--- src/rtl/game_flow_pkg.sv ---
// game_flow_pkg: shared state encoding, screen codes and helpers for the
// game flow controller (TITLE / PLAY / PAUSE / WIN / LOSE).
package game_flow_pkg;

   // State encoding kept as plain constants for compatibility with older code.
   typedef logic [2:0] state_t;

   localparam state_t ST_TITLE = 3'd0;
   localparam state_t ST_PLAY  = 3'd1;
   localparam state_t ST_PAUSE = 3'd2;
   localparam state_t ST_WIN   = 3'd3;
   localparam state_t ST_LOSE  = 3'd4;

   localparam logic [1:0] SCREEN_TITLE = 2'd0;
   localparam logic [1:0] SCREEN_PAUSE = 2'd1;
   localparam logic [1:0] SCREEN_WIN   = 2'd2;
   localparam logic [1:0] SCREEN_LOSE  = 2'd3;

   // Screen to show for a given state; PLAY shows the object mux, so its code is don't-care.
   function automatic logic [1:0] screen_of(input state_t s);
      logic [1:0] scr;
      case (s)
         ST_PAUSE: scr = SCREEN_PAUSE;
         ST_WIN:   scr = SCREEN_WIN;
         ST_LOSE:  scr = SCREEN_LOSE;
         default:  scr = SCREEN_TITLE;
      endcase
      return scr;
   endfunction

   function automatic int unsigned max_u(input int unsigned a, input int unsigned b);
      return (a > b) ? a : b;
   endfunction

endpackage

--- src/rtl/game_flow_ctrl_edge_detect.sv ---
// edge_detect: rising-edge detector for a debounced key level. The previous
// level is registered; the rise pulse is high for one cycle after a 0->1 change.
module edge_detect (
   input  logic clk,
   input  logic resetN,
   input  logic level,
   output logic rise
);

   logic level_q;

   // Key history, cleared by the synchronous reset.
   always_ff @(posedge clk) begin
      if (!resetN) level_q <= 1'b0;
      else         level_q <= level;
   end

   // Rise while the new level is high and the stored one is low.
   always_comb begin
      rise = level & ~level_q;
   end

endmodule

--- src/rtl/game_flow_ctrl.sv ---
// game_flow_ctrl: top-level screen flow FSM. Events are latched into pending
// flags and only acted on at frame start so the screen never changes mid-frame.
// Optional feature: define GAME_FLOW_PAUSE_EN to enable the PAUSE state.
module game_flow_ctrl
   import game_flow_pkg::*;
#(
   parameter int unsigned TITLE_MIN_FRAMES = 60,
   parameter int unsigned END_FRAMES       = 180,
   parameter int unsigned LIVES            = 3
) (
   input  logic       clk,
   input  logic       resetN,
   input  logic       startOfFrame,
   input  logic       start_key,
   input  logic       pause_key,
   input  logic       player_hit,
   input  logic       level_clear,
   output logic       game_on,
   output logic [1:0] screen_sel,
   output logic [1:0] lives,
   output logic       game_reset
);

   localparam int unsigned CntMax = max_u(TITLE_MIN_FRAMES, END_FRAMES);
   localparam int unsigned CW     = (CntMax < 1) ? 1 : $clog2(CntMax + 1);

   logic start_rise, pause_rise;

   state_t        state_q, state_d;
   logic [1:0]    lives_q, lives_d;
   logic [CW-1:0] cnt_q, cnt_d, cnt_inc;
   logic          start_pend_q, start_pend_d;
   logic          hit_pend_q, hit_pend_d;
   logic          clear_pend_q, clear_pend_d;
   logic          pause_pend_q, pause_pend_d;
   logic          start_now, hit_now, clear_now, pause_now;
   logic          reset_pulse_d;

   edge_detect u_start_edge (
      .clk    (clk),
      .resetN (resetN),
      .level  (start_key),
      .rise   (start_rise)
   );

   edge_detect u_pause_edge (
      .clk    (clk),
      .resetN (resetN),
      .level  (pause_key),
      .rise   (pause_rise)
   );

`ifndef GAME_FLOW_PAUSE_EN
   // Pause key has no function in this build.
   logic unused_pause;
   assign unused_pause = pause_rise | pause_pend_q;
`endif

   // Next-state logic: flags accumulate every cycle, decisions happen at frame start.
   always_comb begin
      state_d       = state_q;
      lives_d       = lives_q;
      cnt_d         = cnt_q;
      reset_pulse_d = 1'b0;

      // An event on the frame-start cycle itself still counts for that frame.
      start_now = start_pend_q | start_rise;
      hit_now   = hit_pend_q   | player_hit;
      clear_now = clear_pend_q | level_clear;
`ifdef GAME_FLOW_PAUSE_EN
      pause_now = pause_pend_q | pause_rise;
`else
      pause_now = 1'b0;
`endif

      start_pend_d = start_now;
      hit_pend_d   = hit_now;
      clear_pend_d = clear_now;
      pause_pend_d = pause_now;

      cnt_inc = (cnt_q >= CW'(CntMax)) ? cnt_q : cnt_q + 1'b1;

      if (startOfFrame) begin
         start_pend_d = 1'b0;
         hit_pend_d   = 1'b0;
         clear_pend_d = 1'b0;
         pause_pend_d = 1'b0;
         cnt_d        = cnt_inc;

         case (state_q)
            ST_TITLE: begin
               if (start_now && (cnt_q >= CW'(TITLE_MIN_FRAMES))) begin
                  state_d       = ST_PLAY;
                  lives_d       = 2'(LIVES);
                  reset_pulse_d = 1'b1;
               end
            end
            ST_PLAY: begin
               if (pause_now) begin
                  state_d = ST_PAUSE;
               end else if (hit_now) begin
                  if (lives_q <= 2'd1) begin
                     state_d = ST_LOSE;
                     lives_d = 2'd0;
                  end else begin
                     lives_d       = lives_q - 2'd1;
                     reset_pulse_d = 1'b1;
                  end
               end else if (clear_now) begin
                  state_d = ST_WIN;
               end
            end
`ifdef GAME_FLOW_PAUSE_EN
            ST_PAUSE: begin
               // Time stands still while paused.
               cnt_d = cnt_q;
               if (pause_now) state_d = ST_PLAY;
            end
`endif
            ST_WIN, ST_LOSE: begin
               if ((cnt_inc >= CW'(END_FRAMES)) ||
                   (start_now && (cnt_q >= CW'(END_FRAMES)))) begin
                  state_d = ST_TITLE;
               end
            end
            default: state_d = ST_TITLE;
         endcase

         if (state_d != state_q) cnt_d = '0;
      end
   end

   // State, counters and pending flags.
   always_ff @(posedge clk) begin
      if (!resetN) begin
         state_q      <= ST_TITLE;
         lives_q      <= 2'(LIVES);
         cnt_q        <= '0;
         start_pend_q <= 1'b0;
         hit_pend_q   <= 1'b0;
         clear_pend_q <= 1'b0;
         pause_pend_q <= 1'b0;
      end else begin
         state_q      <= state_d;
         lives_q      <= lives_d;
         cnt_q        <= cnt_d;
         start_pend_q <= start_pend_d;
         hit_pend_q   <= hit_pend_d;
         clear_pend_q <= clear_pend_d;
         pause_pend_q <= pause_pend_d;
      end
   end

   // Outputs registered from the next state so game_on and screen_sel move together.
   always_ff @(posedge clk) begin
      if (!resetN) begin
         game_on    <= 1'b0;
         screen_sel <= SCREEN_TITLE;
         game_reset <= 1'b0;
      end else begin
         game_on    <= (state_d == ST_PLAY);
         screen_sel <= screen_of(state_d);
         game_reset <= reset_pulse_d;
      end
   end

   // Lives output mirrors the internal register.
   always_comb begin
      lives = lives_q;
   end

endmodule

--- config.mk ---
export PLATFORM = sky130hd
export DESIGN_NAME = game_flow_ctrl
export DESIGN_NICKNAME = d
export VERILOG_FILES = /design/src/rtl/game_flow_pkg.sv /design/src/rtl/game_flow_ctrl_edge_detect.sv /design/src/rtl/game_flow_ctrl.sv
export SDC_FILE = /design/constraint.sdc
export NUM_CORES = 1
export LEC_CHECK = 0
export CORE_MARGIN = 2
export CORE_UTILIZATION = 26
export CTS_BUF_LIST = sky130_fd_sc_hd__clkbuf_16
export DETAILED_ROUTE_END_ITERATION = 12
export PLACE_DENSITY_LB_ADDON = 0.05
export SLEW_MARGIN = 5
export SYNTH_ARGS = -nofsm -noshare
export SYNTH_HDL_FRONTEND = slang
export SYNTH_SLANG_ARGS = --single-unit
--- constraint.sdc ---
create_clock -name clk -period 3.01 [get_ports clk]
set_input_delay 0.602 -clock clk [delete_from_list [all_inputs] [get_ports clk]]
set_output_delay 0.602 -clock clk [all_outputs]
set_load 0.05 [all_outputs]
==> results of run 1 <==
## report_power, final
group	internal [mW]	total (mW)	switching, mW
Clock	0.177	0.276	0.0989
Combinational	0.0169	0.0375	0.0206
Sequential	0.283	0.288	0.00467
## placed cells by master (no fill, tap or decap), types with 2 or more instances in the layout
cell type / n
o21ai_1: 2
nand3_1: 5
a21o_1: 3
and2_1: 4
nand2b_1: 3
nand2_1: 19
nor2b_1: 8
a41oi_1: 2
or3_1: 2
a311oi_1: 2
o211ai_1: 2
ha_1: 2
a21oi_1: 8
o21ai_0: 10
dfxtp_1: 21
nor3_1: 3
nor2_1: 9
inv_1: 6
clkdlybuf4s50_1: 11
clkbuf_16: 3
## cells by family (layout without fill, tap and decap cells)
family	count (synthesis)	after routing
muxes	2	2
and+or+nand+nor	63	63
xor gates and xnor gates	2	2
AOI/OAI and AO/OA	43	43
adders and majority gates	2	2
buffers and inverters	12	21
DFF	21	21
## cell type report
class,count,area [sq um],area share
Multi-Input combinational cell,112,694,0.498
Sequential cell,21,420,0.301
Timing Repair Buffer,12,118,0.0843
Clock buffer,3,75.1,0.0538
Tap cell,52,65.1,0.0466
Inverter,5,18.8,0.0135
Clock inverter,1,3.75,0.00269
## metal layers
metal,global-route usage,vias to the layer above,routed length [um]
li1,-,540,-
met1,0.148,514,1250
met2,0.186,22,1330
met3,0.0214,2,107
met4,0.0545,0,24
met5,0,-,0
## path summary, 6_finish.rpt
path           startpoint            to  cells past startpoint
min reg2reg  clear_pend_q  clear_pend_q                      2
min          clear_pend_q  clear_pend_q                      2
max              cnt_q[0]      cnt_q[0]                      8
max reg2reg      cnt_q[0]      cnt_q[0]                      8
## state kept, by name (all words and copies together) (netlist names)
register,cells
clear_pend_q,1
cnt_q,8
game_on,1
game_reset,1
hit_pend_q,1
lives,2
screen_sel,2
start_pend_q,1
state_q,3
u_start_edge.level_q,1
## critical path: stages, from the launching register on
cell,delay [ns]
dfxtp_1,0.35
ha_1,0.31
or4b_1,0.52
a21oi_1,0.16
o21ai_1,0.11
and3_4,0.20
o21ai_4,0.26
nor2b_1,0.10
mux2_2,0.26
## per-stage QoR
step / worst slack (ns) / std cells / utilization / hold WS, ns / total power [mW]
after floorplan: 0.856 / 145 / - / 0.432 / 0.316
after global placement: 0.334 / 202 / 0.302 / 0.468 / 0.332
after detailed placement: 0.317 / 202 / 0.302 / 0.470 / 0.332
after CTS: 0.583 / 206 / 0.320 / 0.483 / 0.613
after global routing: 0.421 / 206 / 0.320 / 0.525 / 0.635
final: 0.614 / 206 / 0.320 / 0.480 / 0.601
==> metrics.txt, run 1 <==
# TYPE chip_impl_metric gauge
chip_impl_info{name="status",value="complete, no violations"} 1
chip_impl_metric{name="postSynthCellCount",unit=""} 145
chip_impl_metric{name="peakVddDrop",unit="V"} 0.000146
chip_impl_metric{name="async_sr_flop_fraction",unit=""} 0
chip_impl_info{name="netlist.top_cell.by_area",value="dfxtp_1"} 1
chip_impl_metric{name="cts_made_buffers",unit=""} 3
chip_impl_metric{name="route.detailed.wl_per_inst",unit="um"} 13.2
chip_impl_metric{name="syn_nets",unit=""} 154
chip_impl_info{name="worstSetupStartpointType",value="flop"} 1
chip_impl_metric{name="maxSlewViolCount",unit=""} 0
chip_impl_metric{name="max_freq",unit="MHz"} 417
chip_impl_metric{name="synth-seq-area-share",unit=""} 0.359
chip_impl_metric{name="final-setup-viol-count",unit=""} 0
chip_impl_metric{name="std_cell_rows",unit=""} 24
chip_impl_metric{name="dpl.hpwl",unit="um"} 2030
chip_impl_metric{name="num_io_pins",unit=""} 13
chip_impl_metric{name="drv.max_cap_violation_count",unit=""} 0
chip_impl_metric{name="final.setup_skew",unit="ns"} 0.00243
chip_impl_metric{name="dr.first_iter.drc_count",unit=""} 74
chip_impl_metric{name="synthesis_warnings",unit=""} 0
chip_impl_info{name="synth.most_common_cell",value="dfxtp_1"} 1
chip_impl_metric{name="later_pin_clock_latency_in_the_skew_report",unit="ns"} 0.25
chip_impl_metric{name="grt_first_pass_wirelength",unit="um"} 4600
chip_impl_metric{name="route.vias.total",unit=""} 1078
chip_impl_metric{name="synth_compound_gate_area_share",unit=""} 0.255
chip_impl_metric{name="post_cts.resized_instances",unit=""} 0
chip_impl_metric{name="slew_margin_rel",unit=""} 0.595
chip_impl_metric{name="firstDrtPassIters",unit=""} 4
chip_impl_metric{name="clkSlewWorstSetupHoldPaths",unit="ns"} 0.05
chip_impl_info{name="yosys_most_used_dff",value="dfxtp_1"} 1
chip_impl_metric{name="synthXorXnorAreaFrac",unit=""} 0.0150
chip_impl_metric{name="mappedNetlistArea",unit="sq mm"} 0.00117
chip_impl_metric{name="initial_antenna_violation_count",unit=""} 0
chip_impl_metric{name="leakagePower",unit="nW"} 0.540
chip_impl_info{name="cts_root_buf",value="clkbuf_16"} 1
chip_impl_metric{name="clkSinkCount",unit=""} 21
chip_impl_metric{name="cell_area_power_density",unit="mW/mm^2"} 431
chip_impl_metric{name="ys_types",unit=""} 49
chip_impl_metric{name="final.period_utilization",unit=""} 0.796
chip_impl_info{name="setup_repair_after_global_routing_missed_its_margin",value="no"} 1
chip_impl_metric{name="drt-vias-per-instance",unit=""} 5.23
chip_impl_metric{name="die_width",unit="um"} 71.1
chip_impl_metric{name="postLayoutCellArea",unit="sq mm"} 0.00140
chip_impl_metric{name="worstPathMaxFanout",unit=""} 10
chip_impl_metric{name="fillerInstances",unit=""} 463
chip_impl_metric{name="syn_avg_cell_area",unit="sq um"} 8.07
chip_impl_info{name="cp-end-kind",value="flop"} 1
chip_impl_info{name="min-delay-path-class",value="flop to flop"} 1
chip_impl_metric{name="die-area",unit="sq mm"} 0.00505
chip_impl_info{name="criticalPathCategory",value="flop to flop"} 1
chip_impl_metric{name="num_antenna_cells",unit=""} 0
chip_impl_metric{name="drt.antenna.violating_nets",unit=""} 0
chip_impl_metric{name="timing.critical_path.arrival",unit="ns"} 2.54
chip_impl_metric{name="initial_utilization",unit=""} 0.269
chip_impl_metric{name="detailed_route_wl",unit="um"} 2710
chip_impl_metric{name="final.setup.tns",unit="ns"} 0
chip_impl_metric{name="number_of_flops_mapped_to_enable_cells_by_yosys",unit=""} 0
chip_impl_metric{name="grt_max_degree",unit=""} 12
chip_impl_metric{name="worst_ep_required_time",unit="ns"} 3.15
chip_impl_metric{name="drt_drc_violations_left",unit=""} 0
chip_impl_metric{name="cts.htree.levels",unit=""} 1
chip_impl_metric{name="nets",unit=""} 164
chip_impl_metric{name="drive_gt1_frac",unit=""} 0.0584
chip_impl_info{name="cts_tree",value="yes"} 1
chip_impl_metric{name="maximum_buffer_depth_of_the_clock_tree",unit=""} 2
chip_impl_metric{name="hold_violations",unit=""} 0
chip_impl_metric{name="cts.hold.buffers_added",unit=""} 0
chip_impl_metric{name="die_height",unit="um"} 71.1
chip_impl_metric{name="number_of_global_route_vias_before_repair",unit=""} 993
chip_impl_metric{name="synth.ff_latch_count",unit=""} 21
chip_impl_metric{name="post_synth_and_or_nand_nor_area_fraction",unit=""} 0.284
chip_impl_info{name="main_combinational_cell_family_by_area_after_synthesis",value="simple AND/OR/NAND/NOR gates"} 1
chip_impl_metric{name="globalRouteTotalUtil",unit=""} 0.115
chip_impl_metric{name="syn_to_layout_area_delta",unit="%"} 19.3
chip_impl_metric{name="post_cts.repair.setup_buffers",unit=""} 0
chip_impl_metric{name="synth.top_cell.area_share",unit=""} 0.359
chip_impl_metric{name="fin_crit",unit="ns"} 2.40
chip_impl_metric{name="port_buffer_count",unit=""} 11
chip_impl_metric{name="worst-slew-pin-transition",unit="ns"} 0.603
chip_impl_metric{name="grt-ovfl-total",unit=""} 0
chip_impl_metric{name="fp.coreArea",unit="sq mm"} 0.00435
chip_impl_info{name="synth_area_leaders",value="dfxtp_1 36%, nand2_1 6.1%, nor2b_1 4.3%, o21ai_0 4.3%, a21oi_1 3.4%"} 1
chip_impl_info{name="post_synth_most_frequent_cells",value="21 x dfxtp_1, 19 x nand2_1, 10 x o21ai_0"} 1
chip_impl_metric{name="gp_congestion",unit=""} 0.757
chip_impl_metric{name="synth.mux.area_fraction",unit=""} 0.0182
chip_impl_metric{name="worst-r2r-setup-slack",unit="ns"} 0.61
chip_impl_metric{name="placement.cell_area",unit="sq mm"} 0.00132
chip_impl_metric{name="yosys.area_share.adder",unit=""} 0.0214
No activity file was read; power rests on OpenSTA's default activity.
==> run 2, diff against run 1 <==
==> constraint.sdc (replaced) <==
create_clock -name clk -period 2.25 [get_ports clk]
set_input_delay 0.45 -clock clk [delete_from_list [all_inputs] [get_ports clk]]
set_output_delay 0.45 -clock clk [all_outputs]
set_load 0.05 [all_outputs]
==> run 2 against run 1 <==
  * Via count grew 6.2%
  * Setup slack lost 0.52 ns
  * Hold slack gained 0.055 ns
  * Final cell count grew 11%
  * Utilization grew 5.4 points
  * Combinational power grew 99%
  * Count of clock-buffer cells in the layout is the same
  * Critical path type unchanged
  * Largest cell class unchanged
==> metrics.txt, run 2 (same netlist as run 1, synthesis figures left out) <==
# TYPE chip_impl_metric gauge
chip_impl_metric{name="peakVddDrop",unit="V"} 0.000224
chip_impl_metric{name="max_freq",unit="MHz"} 464
chip_impl_metric{name="drv.max_cap_violation_count",unit=""} 0
chip_impl_info{name="cp-end-kind",value="flop"} 1
chip_impl_metric{name="critPathMaxStageDelay",unit="ns"} 0.50
chip_impl_metric{name="worst-slew-pin-transition",unit="ns"} 0.496
chip_impl_metric{name="final.hold.worst_slack",unit="ns"} 0.534
chip_impl_metric{name="die-area",unit="sq mm"} 0.00505
chip_impl_metric{name="route.vias.total",unit=""} 1145
chip_impl_metric{name="route.detailed.wl_per_inst",unit="um"} 12.9
chip_impl_metric{name="worstPathMaxFanout",unit=""} 5
chip_impl_info{name="cts_tree",value="yes"} 1
chip_impl_metric{name="grt-ovfl-total",unit=""} 0
chip_impl_metric{name="maximum_buffer_depth_of_the_clock_tree",unit=""} 2
chip_impl_metric{name="drive_gt1_frac",unit=""} 0.254
chip_impl_metric{name="cell_area_power_density",unit="mW/mm^2"} 508
chip_impl_info{name="status",value="complete, no violations"} 1
chip_impl_metric{name="clkSlewWorstSetupHoldPaths",unit="ns"} 0.06
chip_impl_metric{name="final.period_utilization",unit=""} 0.958
chip_impl_metric{name="slew_margin_rel",unit=""} 0.669
chip_impl_metric{name="final-setup-viol-count",unit=""} 0
chip_impl_metric{name="globalRouteTotalUtil",unit=""} 0.129
chip_impl_info{name="worstSetupStartpointType",value="flop"} 1
chip_impl_metric{name="die_width",unit="um"} 71.1
chip_impl_metric{name="post_layout_nonfiller_instances",unit=""} 229
chip_impl_metric{name="port_buffer_count",unit=""} 11
chip_impl_metric{name="gp_congestion",unit=""} 0.775
chip_impl_info{name="crit_path_cells",value="buf_4, nand2_1, or4b_4, a21oi_4, o21ai_2, and3_4, o21ai_4, nor2b_1, mux2_2"} 1
chip_impl_metric{name="clkSinkCount",unit=""} 21
chip_impl_metric{name="die_height",unit="um"} 71.1
chip_impl_info{name="cts_root_buf",value="clkbuf_16"} 1
chip_impl_metric{name="drt.antenna.violating_nets",unit=""} 0
chip_impl_metric{name="drt_drc_violations_left",unit=""} 0
chip_impl_metric{name="num_io_pins",unit=""} 13
chip_impl_metric{name="fin_crit",unit="ns"} 2.15
chip_impl_metric{name="min_path_cells",unit=""} 2
chip_impl_metric{name="grt_max_degree",unit=""} 12
chip_impl_metric{name="drt-vias-per-instance",unit=""} 5.00
chip_impl_metric{name="detailed_route_wl",unit="um"} 2940
chip_impl_info{name="endpoint_of_the_most_critical_register_to_register_path",value="cnt_q[0]"} 1
chip_impl_info{name="min-delay-path-class",value="flop to flop"} 1
chip_impl_metric{name="fp.coreArea",unit="sq mm"} 0.00435
chip_impl_metric{name="timing.critical_path.arrival",unit="ns"} 2.29
chip_impl_info{name="largestRegisters",value="cnt_q x8, state_q x3"} 1
chip_impl_metric{name="later_pin_clock_latency_in_the_skew_report",unit="ns"} 0.25
chip_impl_metric{name="dr.first_iter.drc_count",unit=""} 54
chip_impl_info{name="crit_path_max_delay_cell_type",value="or4b_4"} 1
chip_impl_metric{name="maxSlewViolCount",unit=""} 0
chip_impl_info{name="startpoint_of_the_lowest_slack_register_to_register_path",value="cnt_q[0]"} 1
chip_impl_info{name="worst_setup_path_startpoint",value="cnt_q[0]"} 1
chip_impl_metric{name="nets",unit=""} 187
chip_impl_metric{name="place.detailed.instances",unit=""} 224
chip_impl_metric{name="firstDrtPassIters",unit=""} 4
chip_impl_metric{name="cts_made_buffers",unit=""} 3
chip_impl_info{name="critPathCapture",value="cnt_q[0]"} 1
chip_impl_metric{name="leakagePower",unit="nW"} 0.672
chip_impl_metric{name="syn_to_layout_area_delta",unit="%"} 39.4
chip_impl_metric{name="initial_antenna_violation_count",unit=""} 0
chip_impl_metric{name="hold_violations",unit=""} 0
chip_impl_info{name="largest_register",value="cnt_q"} 1
chip_impl_metric{name="worst-r2r-setup-slack",unit="ns"} 0.1
chip_impl_metric{name="final.setup_skew",unit="ns"} 0.00184
chip_impl_metric{name="r2r.worst_path.cells",unit=""} 9
chip_impl_metric{name="final_core_util",unit=""} 0.374
chip_impl_metric{name="initial_utilization",unit=""} 0.269
chip_impl_metric{name="cts.htree.levels",unit=""} 1
chip_impl_info{name="final_cell_mix",value="23 x buf_4, 19 x nand2_1, 17 x dfxtp_1"} 1
chip_impl_metric{name="std_cell_rows",unit=""} 24
chip_impl_info{name="most_common_library_cell_in_the_layout_ignoring_fill_and_taps",value="buf_4"} 1
chip_impl_info{name="criticalPathCategory",value="flop to flop"} 1
chip_impl_metric{name="dpl.hpwl",unit="um"} 2220
chip_impl_metric{name="largest_reg_flops",unit=""} 8
chip_impl_metric{name="number_of_global_route_vias_before_repair",unit=""} 1153
chip_impl_metric{name="num_antenna_cells",unit=""} 0
chip_impl_metric{name="grt_first_pass_wirelength",unit="um"} 5180
chip_impl_metric{name="worst_ep_required_time",unit="ns"} 2.39
run 2: cell types whose count changed in the layout (fill, tap and decap cells not counted), moves of 2 or more:
cell,delta
nor2b_1,-2
buf_4,+22
o21ai_2,+2
dfxtp_1,-4
dfxtp_2,+4
run 2: layout make-up:
| type | instances | area (sq um) |
|---|---|---|
| clock buffers | 3 | 75.1 |
| clock inverters | 1 | 3.75 |
| fillers | 439 | 2720 |
| inverters | 5 | 18.8 |
| multi-input cells | 113 | 759 |
| flip-flops and latches | 21 | 425 |
| well taps | 52 | 65.1 |
| repair buffers | 34 | 283 |
run 2: power breakdown:
part | internal, mW | switching (mW) | total [mW] | leakage, nW
logic | 0.0390 | 0.0357 | 0.0747 | 0.458
registers | 0.379 | 0.00524 | 0.385 | 0.172
clock network | 0.237 | 0.132 | 0.368 | 0.0423
run 2: critical path: cells and delay by family (launching register included):
family	cells	cell delay (ns)
simple gates	4	0.85
compound gates	3	0.44
flops	1	0.35
mux	1	0.26
buf+inv	1	0.14
run 2: metal layers:
layer	up-vias	share of wire	global-route usage
met4	0	0.014	0.0440
met5	-	0	0
met3	5	0.022	0.0214
met1	538	0.46	0.156
met2	13	0.51	0.229
li1	589	-	-
run 2: worst min path at each step:
stage,startpoint,endpoint,slack (ns)
floorplan,clear_pend_q,clear_pend_q,0.43
global placement,lives[0],lives[0],0.51
detailed placement,lives[0],lives[0],0.52
CTS,lives[0],lives[0],0.54
global route,lives[0],lives[0],0.62
finish,lives[0],lives[0],0.53
run 2: per-stage QoR:
step / total power, mW / setup slack [ns] / TNS, ns / cell area (sq um)
finish: 0.828 / 0.0951 / 0 / 1630
global route: 0.868 / -0.000159 / -0.000159 / 1630
CTS: 0.836 / 0.0157 / 0 / 1580
detailed placement: 0.463 / -0.294 / -1.97 / 1480
global placement: 0.461 / -0.245 / -1.49 / 1480
floorplan: 0.423 / 0.0964 / 0 / 1170
run 2: timing repair:
action	4_1_cts	5_1_grt
buffers inserted	0	0
hold buffers	0	0
endpoints found under the setup margin	4	8
gates cloned	1	0
gates resized for setup	3	14
pin swaps	2	3
==> run 3, diff against run 2 <==
--- a/config.mk
+++ b/config.mk
@@ -10,6 +10,7 @@
 export CTS_BUF_LIST = sky130_fd_sc_hd__clkbuf_16
 export DETAILED_ROUTE_END_ITERATION = 12
 export PLACE_DENSITY_LB_ADDON = 0.05
+export SETUP_SLACK_MARGIN = 0.4
 export SLEW_MARGIN = 5
 export SYNTH_ARGS = -nofsm -noshare
 export SYNTH_HDL_FRONTEND = slang
==> run 3 against run 2 <==
  * Clock power increased by 5.4%
  * Clock skew decreased by 0.00068 ns
  * Utilization increased by 4.1 points
  * Critical path depth is 1 lower
  * Cell area up 11%
  * Die area unchanged
  * Fmax increased by 0.87%
  * Final cell count grew 2.2%
==> metrics.txt, run 3 (same netlist as run 1, synthesis figures left out) <==
# TYPE chip_impl_metric gauge
chip_impl_info{name="status",value="complete, no violations"} 1
chip_impl_metric{name="max_freq",unit="MHz"} 468
chip_impl_metric{name="placement.cell_area",unit="sq mm"} 0.00144
chip_impl_metric{name="die-area",unit="sq mm"} 0.00505
chip_impl_metric{name="peakVddDrop",unit="V"} 0.000227
chip_impl_metric{name="cts_made_buffers",unit=""} 3
chip_impl_metric{name="min_path_cells",unit=""} 2
chip_impl_info{name="startpoint_of_the_lowest_slack_register_to_register_path",value="cnt_q[1]"} 1
chip_impl_metric{name="grt-ovfl-total",unit=""} 0
chip_impl_metric{name="fillerInstances",unit=""} 442
chip_impl_metric{name="design_power_total",unit="uW"} 853
chip_impl_metric{name="leakagePower",unit="nW"} 0.725
chip_impl_info{name="setup_repair_after_global_routing_missed_its_margin",value="yes"} 1
chip_impl_metric{name="nets",unit=""} 192
chip_impl_metric{name="fin_ws",unit="ns"} 0.114
chip_impl_metric{name="final-setup-viol-count",unit=""} 0
chip_impl_metric{name="r2r.worst_path.cells",unit=""} 8
chip_impl_metric{name="drt-vias-per-instance",unit=""} 5.08
chip_impl_metric{name="hold_violations",unit=""} 0
chip_impl_metric{name="std_cell_rows",unit=""} 24
chip_impl_info{name="criticalPathCategory",value="flop to flop"} 1
chip_impl_metric{name="drt_drc_violations_left",unit=""} 0
chip_impl_metric{name="worst-r2r-setup-slack",unit="ns"} 0.11
chip_impl_metric{name="place_ws",unit="ns"} -0.269
chip_impl_metric{name="final.period_utilization",unit=""} 0.949
chip_impl_metric{name="timing.critical_path.arrival",unit="ns"} 2.28
chip_impl_metric{name="number_of_global_route_vias_before_repair",unit=""} 1130
chip_impl_info{name="cts_root_buf",value="clkbuf_16"} 1
chip_impl_info{name="cts_tree",value="yes"} 1
chip_impl_metric{name="drive_gt1_frac",unit=""} 0.379
chip_impl_metric{name="die_height",unit="um"} 71.1
chip_impl_metric{name="globalRouteTotalUtil",unit=""} 0.137
chip_impl_metric{name="route.vias.total",unit=""} 1188
chip_impl_info{name="holdCritStartpoint",value="lives[0]"} 1
chip_impl_metric{name="dpl.hpwl",unit="um"} 2130
chip_impl_metric{name="cts.htree.levels",unit=""} 1
chip_impl_metric{name="syn_to_layout_area_delta",unit="%"} 54.4
chip_impl_info{name="most_common_library_cell_in_the_layout_ignoring_fill_and_taps",value="buf_4"} 1
chip_impl_metric{name="largest_reg_flops",unit=""} 8
chip_impl_info{name="cp-end-kind",value="flop"} 1
chip_impl_metric{name="worst_ep_required_time",unit="ns"} 2.39
chip_impl_metric{name="port_buffer_count",unit=""} 11
chip_impl_metric{name="drv.max_cap_violation_count",unit=""} 0
chip_impl_info{name="largestRegisters",value="cnt_q x8, state_q x3"} 1
chip_impl_metric{name="maxSlewViolCount",unit=""} 0
chip_impl_metric{name="fin_crit",unit="ns"} 2.14
chip_impl_info{name="worstSetupStartpointType",value="flop"} 1
chip_impl_metric{name="clkSinkCount",unit=""} 21
chip_impl_metric{name="initial_antenna_violation_count",unit=""} 0
chip_impl_metric{name="num_io_pins",unit=""} 13
chip_impl_metric{name="fp.coreArea",unit="sq mm"} 0.00435
chip_impl_metric{name="slew_margin_rel",unit=""} 0.626
chip_impl_info{name="worstHoldEndpoint",value="lives[0]"} 1
chip_impl_info{name="final_cell_mix",value="23 x buf_4, 18 x nand2_1, 15 x dfxtp_1"} 1
chip_impl_metric{name="postLayoutCellArea",unit="sq mm"} 0.00181
chip_impl_info{name="min-delay-path-class",value="flop to flop"} 1
chip_impl_metric{name="detailed_route_wl",unit="um"} 3370
chip_impl_metric{name="firstDrtPassIters",unit=""} 4
chip_impl_metric{name="grt_max_degree",unit=""} 13
chip_impl_metric{name="num_antenna_cells",unit=""} 0
chip_impl_metric{name="final.setup_skew",unit="ns"} 0.00116
chip_impl_metric{name="maximum_buffer_depth_of_the_clock_tree",unit=""} 2
chip_impl_metric{name="initial_utilization",unit=""} 0.269
chip_impl_metric{name="dr.first_iter.drc_count",unit=""} 58
chip_impl_metric{name="final.hold.worst_slack",unit="ns"} 0.542
chip_impl_metric{name="grt_first_pass_wirelength",unit="um"} 5500
chip_impl_info{name="endpoint_of_the_most_critical_register_to_register_path",value="cnt_q[0]"} 1
chip_impl_metric{name="route.detailed.wl_per_inst",unit="um"} 14.4
chip_impl_metric{name="die_width",unit="um"} 71.1
chip_impl_metric{name="clkSlewWorstSetupHoldPaths",unit="ns"} 0.06
chip_impl_metric{name="later_pin_clock_latency_in_the_skew_report",unit="ns"} 0.26
chip_impl_metric{name="worst-slew-pin-transition",unit="ns"} 0.561
chip_impl_metric{name="drt.antenna.violating_nets",unit=""} 0
chip_impl_metric{name="cell_area_power_density",unit="mW/mm^2"} 472
chip_impl_metric{name="gp_congestion",unit=""} 0.823
chip_impl_metric{name="worstPathMaxFanout",unit=""} 5
chip_impl_info{name="largest_register",value="cnt_q"} 1
[run 3: changes by cell type in the layout (fill, tap and decap cells not counted), moves of 3 or more]
cell,delta
a21oi_2,+4
a21oi_1,-4
buf_6,+5
dfxtp_4,+3
o21ai_0,-4
clkdlybuf4s50_1,-3
dlygate4sd2_1,+3
[run 3: cell type report]
cell class | count | area (sq um) | area share
Clock buffer | 3 | 75.1 | 0.0416
Clock inverter | 1 | 5.00 | 0.00277
Inverter | 5 | 18.8 | 0.0104
Multi-Input combinational cell | 113 | 872 | 0.483
Sequential cell | 21 | 435 | 0.241
Tap cell | 52 | 65.1 | 0.0360
Timing Repair Buffer | 39 | 335 | 0.186
[run 3: worst max-delay path by stage]
stage / start / slack (ns) / cells past startpoint / end
final: cnt_q[1] / 0.11 / 8 / cnt_q[0]
after floorplan: cnt_q[1] / 0.20 / 8 / cnt_q[0]
after detailed placement: start_key / -0.27 / 8 / cnt_q[0]
after CTS: cnt_q[0] / 0.1 / 8 / cnt_q[0]
after global routing: cnt_q[1] / 0.03 / 11 / screen_sel[1]
after global placement: start_key / -0.24 / 8 / cnt_q[0]
[run 3: worst max-delay path, cell delays in order (launching register included)]
cell,delay [ns]
dfxtp_4,0.36
ha_4,0.18
or4b_4,0.50
a21oi_4,0.14
o21ai_2,0.08
and3_4,0.19
o21ai_4,0.24
o21ai_2,0.08
mux2_4,0.26
[run 3: per-stage QoR]
stage | cells | TNS (ns) | utilization
3_5_place_dp | 217 | -1.58 | 0.332
5_1_grt | 234 | 0 | 0.415
2_1_floorplan | 145 | 0 | -
6_report | 234 | 0 | 0.415
4_1_cts | 232 | 0 | 0.398
3_3_place_gp | 217 | -1.46 | 0.332
[run 3: timing repair]
action | 4_1_cts | 5_1_grt
buffers inserted | 10 | 2
setup endpoints to repair | 17 | 14
gates resized for setup | 39 | 15
pin swaps | 20 | 9
gates cloned | 1 | 0
hold buffers | 0 | 0
[run 3: routing by layer]
metal	vias up	track usage	routed length, um
met4	0	0.0440	46
met3	5	0.0242	98
met1	568	0.184	1640
li1	600	-	-
met2	15	0.224	1590
met5	-	0	0
[run 3: power breakdown]
group | switching (mW) | internal (mW) | leakage (nW)
clock | 0.149 | 0.239 | 0.0409
combinational | 0.0391 | 0.0408 | 0.510
sequential | 0.00740 | 0.377 | 0.174
